$ cat src/rtl/rate_divider_bank.sv
// Bank of independent programmable clock dividers. Period/high-time writes land in a
// shadow and take effect only at a period wrap or while the channel is stopped.
module rate_divider_bank #(
  parameter int NCH   = 4,
  parameter int WIDTH = 32,
  parameter int CW    = 2
) (
  input  logic             clk_in,
  input  logic             reset,
  input  logic [NCH-1:0]   enable,
  input  logic             cfg_valid,
  output logic             cfg_ready,
  input  logic [CW-1:0]    cfg_ch,
  input  logic [WIDTH-1:0] cfg_period,
  input  logic [WIDTH-1:0] cfg_high,
  output logic [NCH-1:0]   clk_out,
  output logic [NCH-1:0]   tick
);

  localparam logic [WIDTH-1:0] L_ZERO = {WIDTH{1'b0}};
  localparam logic [WIDTH-1:0] L_ONE  = {{(WIDTH-1){1'b0}}, 1'b1};

  // Last counter value of a period; a halted (P=0) channel parks at zero.
  function automatic logic [WIDTH-1:0] f_last_count(input logic [WIDTH-1:0] p);
    logic [WIDTH-1:0] v;
    if (p == L_ZERO) begin
      v = L_ZERO;
    end else begin
      v = p - L_ONE;
    end
    return v;
  endfunction

  logic [NCH-1:0] w_hit;
  logic [NCH-1:0] w_pend;
  logic           w_accept;

  // Decode the write target; out-of-range channel numbers hit nothing.
  always_comb begin
    w_hit = {NCH{1'b0}};
    for (int i = 0; i < NCH; i++) begin
      w_hit[i] = (cfg_ch == CW'(i));
    end
  end

  assign cfg_ready = ~reset & |(w_hit & ~w_pend);
  assign w_accept  = cfg_valid & cfg_ready;

  for (genvar g = 0; g < NCH; g++) begin : g_ch
    logic [WIDTH-1:0] r_p, r_h, r_c, r_sp, r_sh;
    logic             r_pend, r_clk, r_tick;
    logic [WIDTH-1:0] w_ep, w_eh, w_cn;
    logic             w_run, w_last, w_apply, w_wr;

    // Per-channel next count and effective configuration for this edge.
    always_comb begin
      w_run   = enable[g] & (r_p != L_ZERO);
      w_last  = w_run & (r_c == f_last_count(r_p));
      w_apply = r_pend & (~enable[g] | (r_p == L_ZERO) | w_last);
      w_wr    = w_accept & w_hit[g];
      w_ep    = w_apply ? r_sp : r_p;
      w_eh    = w_apply ? r_sh : r_h;
      w_cn    = w_last ? L_ZERO : (r_c + L_ONE);
    end

    // Counter, outputs, and shadow/pending bookkeeping.
    always_ff @(posedge clk_in) begin
      if (reset) begin
        r_p    <= L_ZERO;
        r_h    <= L_ZERO;
        r_c    <= L_ZERO;
        r_sp   <= L_ZERO;
        r_sh   <= L_ZERO;
        r_pend <= 1'b0;
        r_clk  <= 1'b0;
        r_tick <= 1'b0;
      end else begin
        if (w_apply) begin
          r_p <= r_sp;
          r_h <= r_sh;
        end
        if (w_wr) begin
          r_sp   <= cfg_period;
          r_sh   <= cfg_high;
          r_pend <= 1'b1;
        end else if (w_apply) begin
          r_pend <= 1'b0;
        end
        // A stopped channel parks on its last count so the first enabled edge wraps.
        if (!w_run) begin
          r_c    <= f_last_count(w_ep);
          r_clk  <= 1'b0;
          r_tick <= 1'b0;
        end else if (w_ep == L_ZERO) begin
          r_c    <= L_ZERO;
          r_clk  <= 1'b0;
          r_tick <= 1'b0;
        end else begin
          r_c    <= w_cn;
          r_clk  <= (w_cn < w_eh);
          r_tick <= (w_cn == L_ZERO);
        end
      end
    end

    assign w_pend[g]  = r_pend;
    assign clk_out[g] = r_clk;
    assign tick[g]    = r_tick;
  end

endmodule

$ cat config.mk
export PLATFORM = sky130hd
export DESIGN_NAME = rate_divider_bank
export DESIGN_NICKNAME = d
export VERILOG_FILES = /design/src/rtl/rate_divider_bank.sv
export SDC_FILE = /design/constraint.sdc
export NUM_CORES = 2
export LEC_CHECK = 0
export ABC_AREA = 1
export BUFFER_PORTS_ARGS = -buffer_cell sky130_fd_sc_hd__clkbuf_2
export CORE_MARGIN = 2
export CORE_UTILIZATION = 45
export DETAILED_ROUTE_END_ITERATION = 10
export GPL_TIMING_DRIVEN = 1
export RECOVER_POWER = 50
export SETUP_SLACK_MARGIN = 0.5
export SLEW_MARGIN = 20
export SYNTH_ARGS = -nofsm -noshare
export SYNTH_HDL_FRONTEND = slang
export SYNTH_SLANG_ARGS = --single-unit
$ cat constraint.sdc
create_clock -name clk_in -period 8.6 [get_ports clk_in]
set_input_delay 0.86 -clock clk_in [delete_from_list [all_inputs] [get_ports clk_in]]
set_output_delay 0.86 -clock clk_in [all_outputs]
set_load 0.01 [all_outputs]
* After elaboration in Yosys (flattened, before gate mapping) *
Index checks and enable logic that the tools add are counted.

operators by class
  order comparisons = 4
  equal/unequal tests = 7
  bitwise gates (word level) = 37
  muxes and demuxes = 36
  reduce and logical (&&, ||, !) cells = 26
  $add $sub $neg = 12

operators with widths
  cell                                                                  number
  32-bit two-way mux                                                    28
  32-bit logical NOT                                                    12
  32-bit by 1-bit subtractor with 32-bit output, second input constant  8
  32-bit by 1-bit adder with 32-bit output, second input constant       4
  32-bit == test                                                        4
  32-bit < comparator                                                   4
  32-bit nonzero test                                                   4
  1-bit bitwise AND                                                     18
  3-bit OR reduction                                                    4
  1-bit NOT                                                             9
  1-bit two-way mux                                                     8
  1-bit OR                                                              8
  2-bit nonzero test                                                    4
  4-bit bitwise AND                                                     1
  2-bit == test, second input constant                                  2
  4-bit NOT                                                             1
  4-bit OR reduction                                                    1
  2-bit by 1-bit == test with 1-bit output, second input constant       1
  2-bit logical NOT                                                     1

storage, ports and cells
  register bits = 652
  bits of input ports = 73
  word-level logic and storage cells = 154

* Logic depth before layout (Yosys ltp) *
  word-level depth = 10
  depth in mapped cells = 34
  mapped depth without buffers = 30

* Least setup slack after synthesis *
No wires, ideal clock.

  path type = register to register
  start = register g_ch[0].r_p[0]
  end = register g_ch[0].r_clk
  setup slack = 4.600 ns
  required time = 8.530 ns
  stages on the path, launching flop included = 33
  setup time = 0.070 ns
  data arrival time = 3.930 ns
  cells stage by stage = dfxtp_1 > inv_1 > ha_1 > nand2_2 > nor2_4 > nand2_4 > nor2_8 > inv_6 > buf_6 > nand3_1 > nand3_1 > nor2_2 > nand2_2 > nor2_4 > nand3_2 > nand2_4 > nand2_4 > buf_6 > buf_6 > buf_2 > buf_1 > nor2_1 > a21oi_1 > ha_1 > a21oi_1 > o21ai_0 > nand3_1 > a21oi_1 > a211oi_1 > nor2_1 > a211oi_1 > nand3_1 > a21oi_1

between the ends
  word-level cells in the longest chain between the ends = 9
  elaborated cells between the ends (all ways) = 17

RTL lines
  element                                                                                line  text
  start, declared                                                                        50    logic [WIDTH-1:0] r_p, r_h, r_c, r_sp, r_sh;
  start signal, assigned                                                                 79    r_p <= r_sp;
  branches (longest 9 deep; another with 32-bit by 1-bit subtractor with 32-bit output)  -
  end signal, assigned                                                                   100   r_clk <= (w_cn < w_eh);
  end, declared                                                                          51    logic r_pend, r_clk, r_tick;

Parallel ways; which one is timed is not known.
A chain may end at the register's enable or synchronous reset.

* Final worst setup path *
  start = register g_ch[2].r_p[0]
  end = register g_ch[2].r_c[25]

between the ends
  word-level cells in the longest chain between the ends = 10
  elaborated cells between the ends (all ways) = 17

RTL lines
  element                                                                              line        text
  start, declared                                                                      50
  start signal, assigned                                                               79
  32-bit by 1-bit subtractor with 32-bit output or 32-bit logical NOT (tied branches)  29, 26, 59
  32-bit two-way mux                                                                   26          if (p == L_ZERO) begin
  32-bit == test                                                                       58          w_last = w_run & (r_c == f_last_count(r_p));
  1-bit bitwise AND                                                                    58
  1-bit OR                                                                             59          w_apply = r_pend & (~enable[g] | (r_p == L_ZERO) | w_last);
  1-bit bitwise AND                                                                    59
  32-bit two-way mux                                                                   -
  32-bit by 1-bit subtractor with 32-bit output or 32-bit logical NOT (tied branches)  29, 26, 94
  32-bit two-way mux, on equally long branches                                         26, 94
  32-bit two-way mux *                                                                 90          if (!w_run) begin
  end signal, assigned                                                                 91          r_c <= f_last_count(w_ep);
  end signal, assigned                                                                 99          r_c <= w_cn;
  end, declared                                                                        50

Mark *: on every way between the ends. The rest lies on a longest branch, timed or not.

==> results_dict.tcl <==
set metrics [dict create \
    power.density_nw_per_um2 251 \
    synthesis.instances 6622 \
    hold_path.class "reg2reg" \
    synth_compound_area_frac 0.149 \
    syn_nets 6839 \
    arrival_ps 7510 \
    ant_nets 0 \
    cts_buffer_depth 3 \
    routed_wl_mm 162 \
    setup_viol 0 \
    drc 0 \
    place_hpwl_mm 124 \
    cts_buffers 79 \
    critPathLaunchType "flip-flop" \
    syn2layout_area_growth_pct 8.45 \
    via_per_inst 5.42 \
    min_period_ps 6940 \
    maxCapViolCount 9 \
    setup-tns-final_ps 0 \
    layout-drive-gt1-share 0.0690 \
    grt_max_degree 130 \
    top_level_ports 82 \
    hold_violations 0 \
    dpl_cell_area_sq_um 42500 \
    synth_edf_count 0 \
    fp.dieH_um 308 \
    switching_power_mw 4.61 \
    internal-power_mw 6.72 \
    clock_latency_ps 670 \
    cts_root_buffer "clkbuf_16" \
    vias 42400 \
    postCtsSetupBuffers 0 \
    cts.sink_count 652 \
    fmax_ghz 0.144 \
    crit_fanout 54 \
    yosys.area_share.simple 0.354 \
    status "finished, violations left" \
    final_area_sq_um 45100 \
    synth_xor_xnor_area_share 0.0295 \
    drtPass1Iterations 8 \
    synth_top_family_by_area "simple AND/OR/NAND/NOR gates" \
    p_total_mw 11.3 \
    cts_tree "yes" \
    end_kind "flip-flop" \
    clk_pin_slew_ps 60 \
    rows 111 \
    regToRegStartpoint "g_ch[2].r_p[0]" \
    worstSetupPathType "reg2reg" \
    portBuffers 81 \
    grt_antenna_before_repair 21 \
    wire_per_inst_um 20.7 \
    drt_iter0_drc 3901 \
    synth_area_per_cell_sq_um 6.28 \
    crit_start "g_ch[2].r_p[0]" \
    p_sw_frac 0.407 \
    seq_power_share 0.312 \
    clkPwrFrac 0.321 \
    grt_pass1_vias 38800 \
    die_area_sq_um 94900 \
    utilization 0.492 \
    rsz0062_at_grt "false" \
    grt_pass1_wl_mm 240 \
    regToRegSetupSlack_ps 1660 \
    die_w_um 308 \
    synthMuxAreaShare 0 \
    synth_area_sq_um 41600 \
    design.core.area_sq_um 91700 \
    grt_overflow 0 \
    vdd_drop_max_mv 0.164 \
    yosysWarnings 0 \
    synth_ff_type "dfxtp_1" \
    fin_crit_sh 0.807 \
    synthArstFlopShare 0 \
    ys_seq_area_frac 0.314 \
    combPwrFrac 0.367 \
    htreeDepth 3 \
    leakagePower_nw 22.2 \
    finalNetCount 6779 \
    hp-start "g_ch[0].r_sp[28]" \
    hold_buffers 0 \
    crit_required_ps 9160 \
    synth.distinct_cells 57 \
    gp_congestion 0.958 \
    slew_violations 650 \
    start_util 0.454 \
    worstMarginPinSlew_ps 4820 \
    clock-skew-final_ps 20.2 \
    grt_usage 0.336 \
    ctsResizeCount 0 \
    violations "max-capacitance violations, max-slew violations" \
    relSlewSlack -2.21 \
    synth-seq-cells 652 \
    synth_adder_area_share 0.0433 \
]
[cells in the final DEF, fill, tap and decap left out, types with 8 or more instances in the layout]
cell       instances
o21bai_1           9
ha_1             144
o211ai_1          20
o22ai_1           20
nand2_4            8
clkbuf_2          72
o41ai_1            8
inv_2             12
nand3_1          387
o21ai_0          402
nor3_1            60
clkinv_2          11
o21ai_1           71
diode_2            8
nor2_4            29
clkbuf_8          16
clkbuf_1          23
nor4_1            29
a211oi_1          12
bufinv_16         10
nor2_2            61
nand2_2           37
xor2_1           134
dfxtp_1          652
nor2_1          1211
o21ai_2           38
nand2_1         1401
clkbuf_16         80
nand3b_1          33
nand4_1          149
or2_2             11
a21oi_1          517
inv_1            858
buf_4             24
[layer usage]
layer | vias to the layer above | GRT usage | part of all wire | wire length [um]
met5 | - | 0 | 0.00028 | 45
met1 | 19500 | 0.468 | 0.45 | 73100
li1 | 21100 | - | - | -
met3 | 285 | 0.0501 | 0.075 | 12200
met4 | 6 | 0.129 | 0.039 | 6250
met2 | 1506 | 0.521 | 0.44 | 70600
[cells in the mapped netlist (38+ instances only)]
library cell	n	area (sq um)
nor3_1	60	300
dfxtp_1	652	13100
o21ai_2	55	482
a21oi_1	517	2590
nor2_2	59	369
nand2_1	1396	5240
o21ai_1	73	365
nand2_2	38	238
ha_1	144	1800
nand4_1	149	932
xor2_1	134	1170
nor2_1	1211	4550
inv_1	859	3220
o21ai_0	381	1910
nand3_1	387	1940
clkbuf_1	166	623
[kinds of logic (layout without fill, tap and decap cells)]
group,Yosys count,count (layout)
simple gates,3435,3435
buf+inv,1126,1130
compound gates,1125,1125
flops,652,652
fa+ha+maj,144,144
xor+xnor,140,140
other cells,0,8
[final timing paths]
path | endpoint | cells past startpoint
min | g_ch[0].r_sp[28] | 2
min reg2reg | g_ch[0].r_sp[28] | 2
max reg2reg | g_ch[2].r_c[25] | 25
max | g_ch[2].r_c[25] | 25
[area by class of cell]
class                      instances  area (sq um)
clock inverter                    41           552
sequential                       652         13100
inverter                         873          3290
fill                            9733         46600
multi-input combinational       4844         23800
tap                             1186          1480
timing repair buffer             112           627
clock buffer                     104          2240
antenna                            8          20.0
[state kept, by name, summed over array words and instances, names as in the netlist]
name and flops:
g_ch.r_c 128, g_ch.r_h 128, g_ch.r_p 128, g_ch.r_sh 128, g_ch.r_sp 128, g_ch.r_clk 4, g_ch.r_pend 4, g_ch.r_tick 4
[power by group through the flow]
stage,Clock [mW],Combinational (mW),Sequential (mW)
after floorplan,0,3.03,3.47
after global placement,0,4.07,3.59
after detailed placement,0,4.09,3.59
after CTS,3.69,4.11,3.53
after global routing,3.79,4.67,3.56
final,3.63,4.16,3.54
[critical path: stages, from the launching register on]
cell and delay, ps:
dfxtp_1 310, inv_1 190, ha_1 290, nand2_1 200
nor2_1 740, nand2_1 390, o21ai_1 480, nand3_1 120
nand2_1 80, nand2_1 50, nor2_1 100, nand2_1 60
nor2_1 190, nand3_1 230, nand2_1 550, nand2_4 540
o21ai_1 860, inv_1 130, nor2_1 160, nand3_1 90
nor2_1 150, nand2_2 300, nand2_2 400, nor2_1 70
nand2_1 60, inv_1 40
[metrics by stage]
stage / setup WS [ps] / std cells / hold slack [ps]
2_1_floorplan: 4600 / 6622 / 420
3_3_place_gp: 2850 / 7667 / 432
3_5_place_dp: 2950 / 7667 / 436
4_1_cts: 2910 / 7812 / 445
5_1_grt: 1220 / 7812 / 464
6_report: 1660 / 7820 / 441
Power figures use the tool's default switching activity.
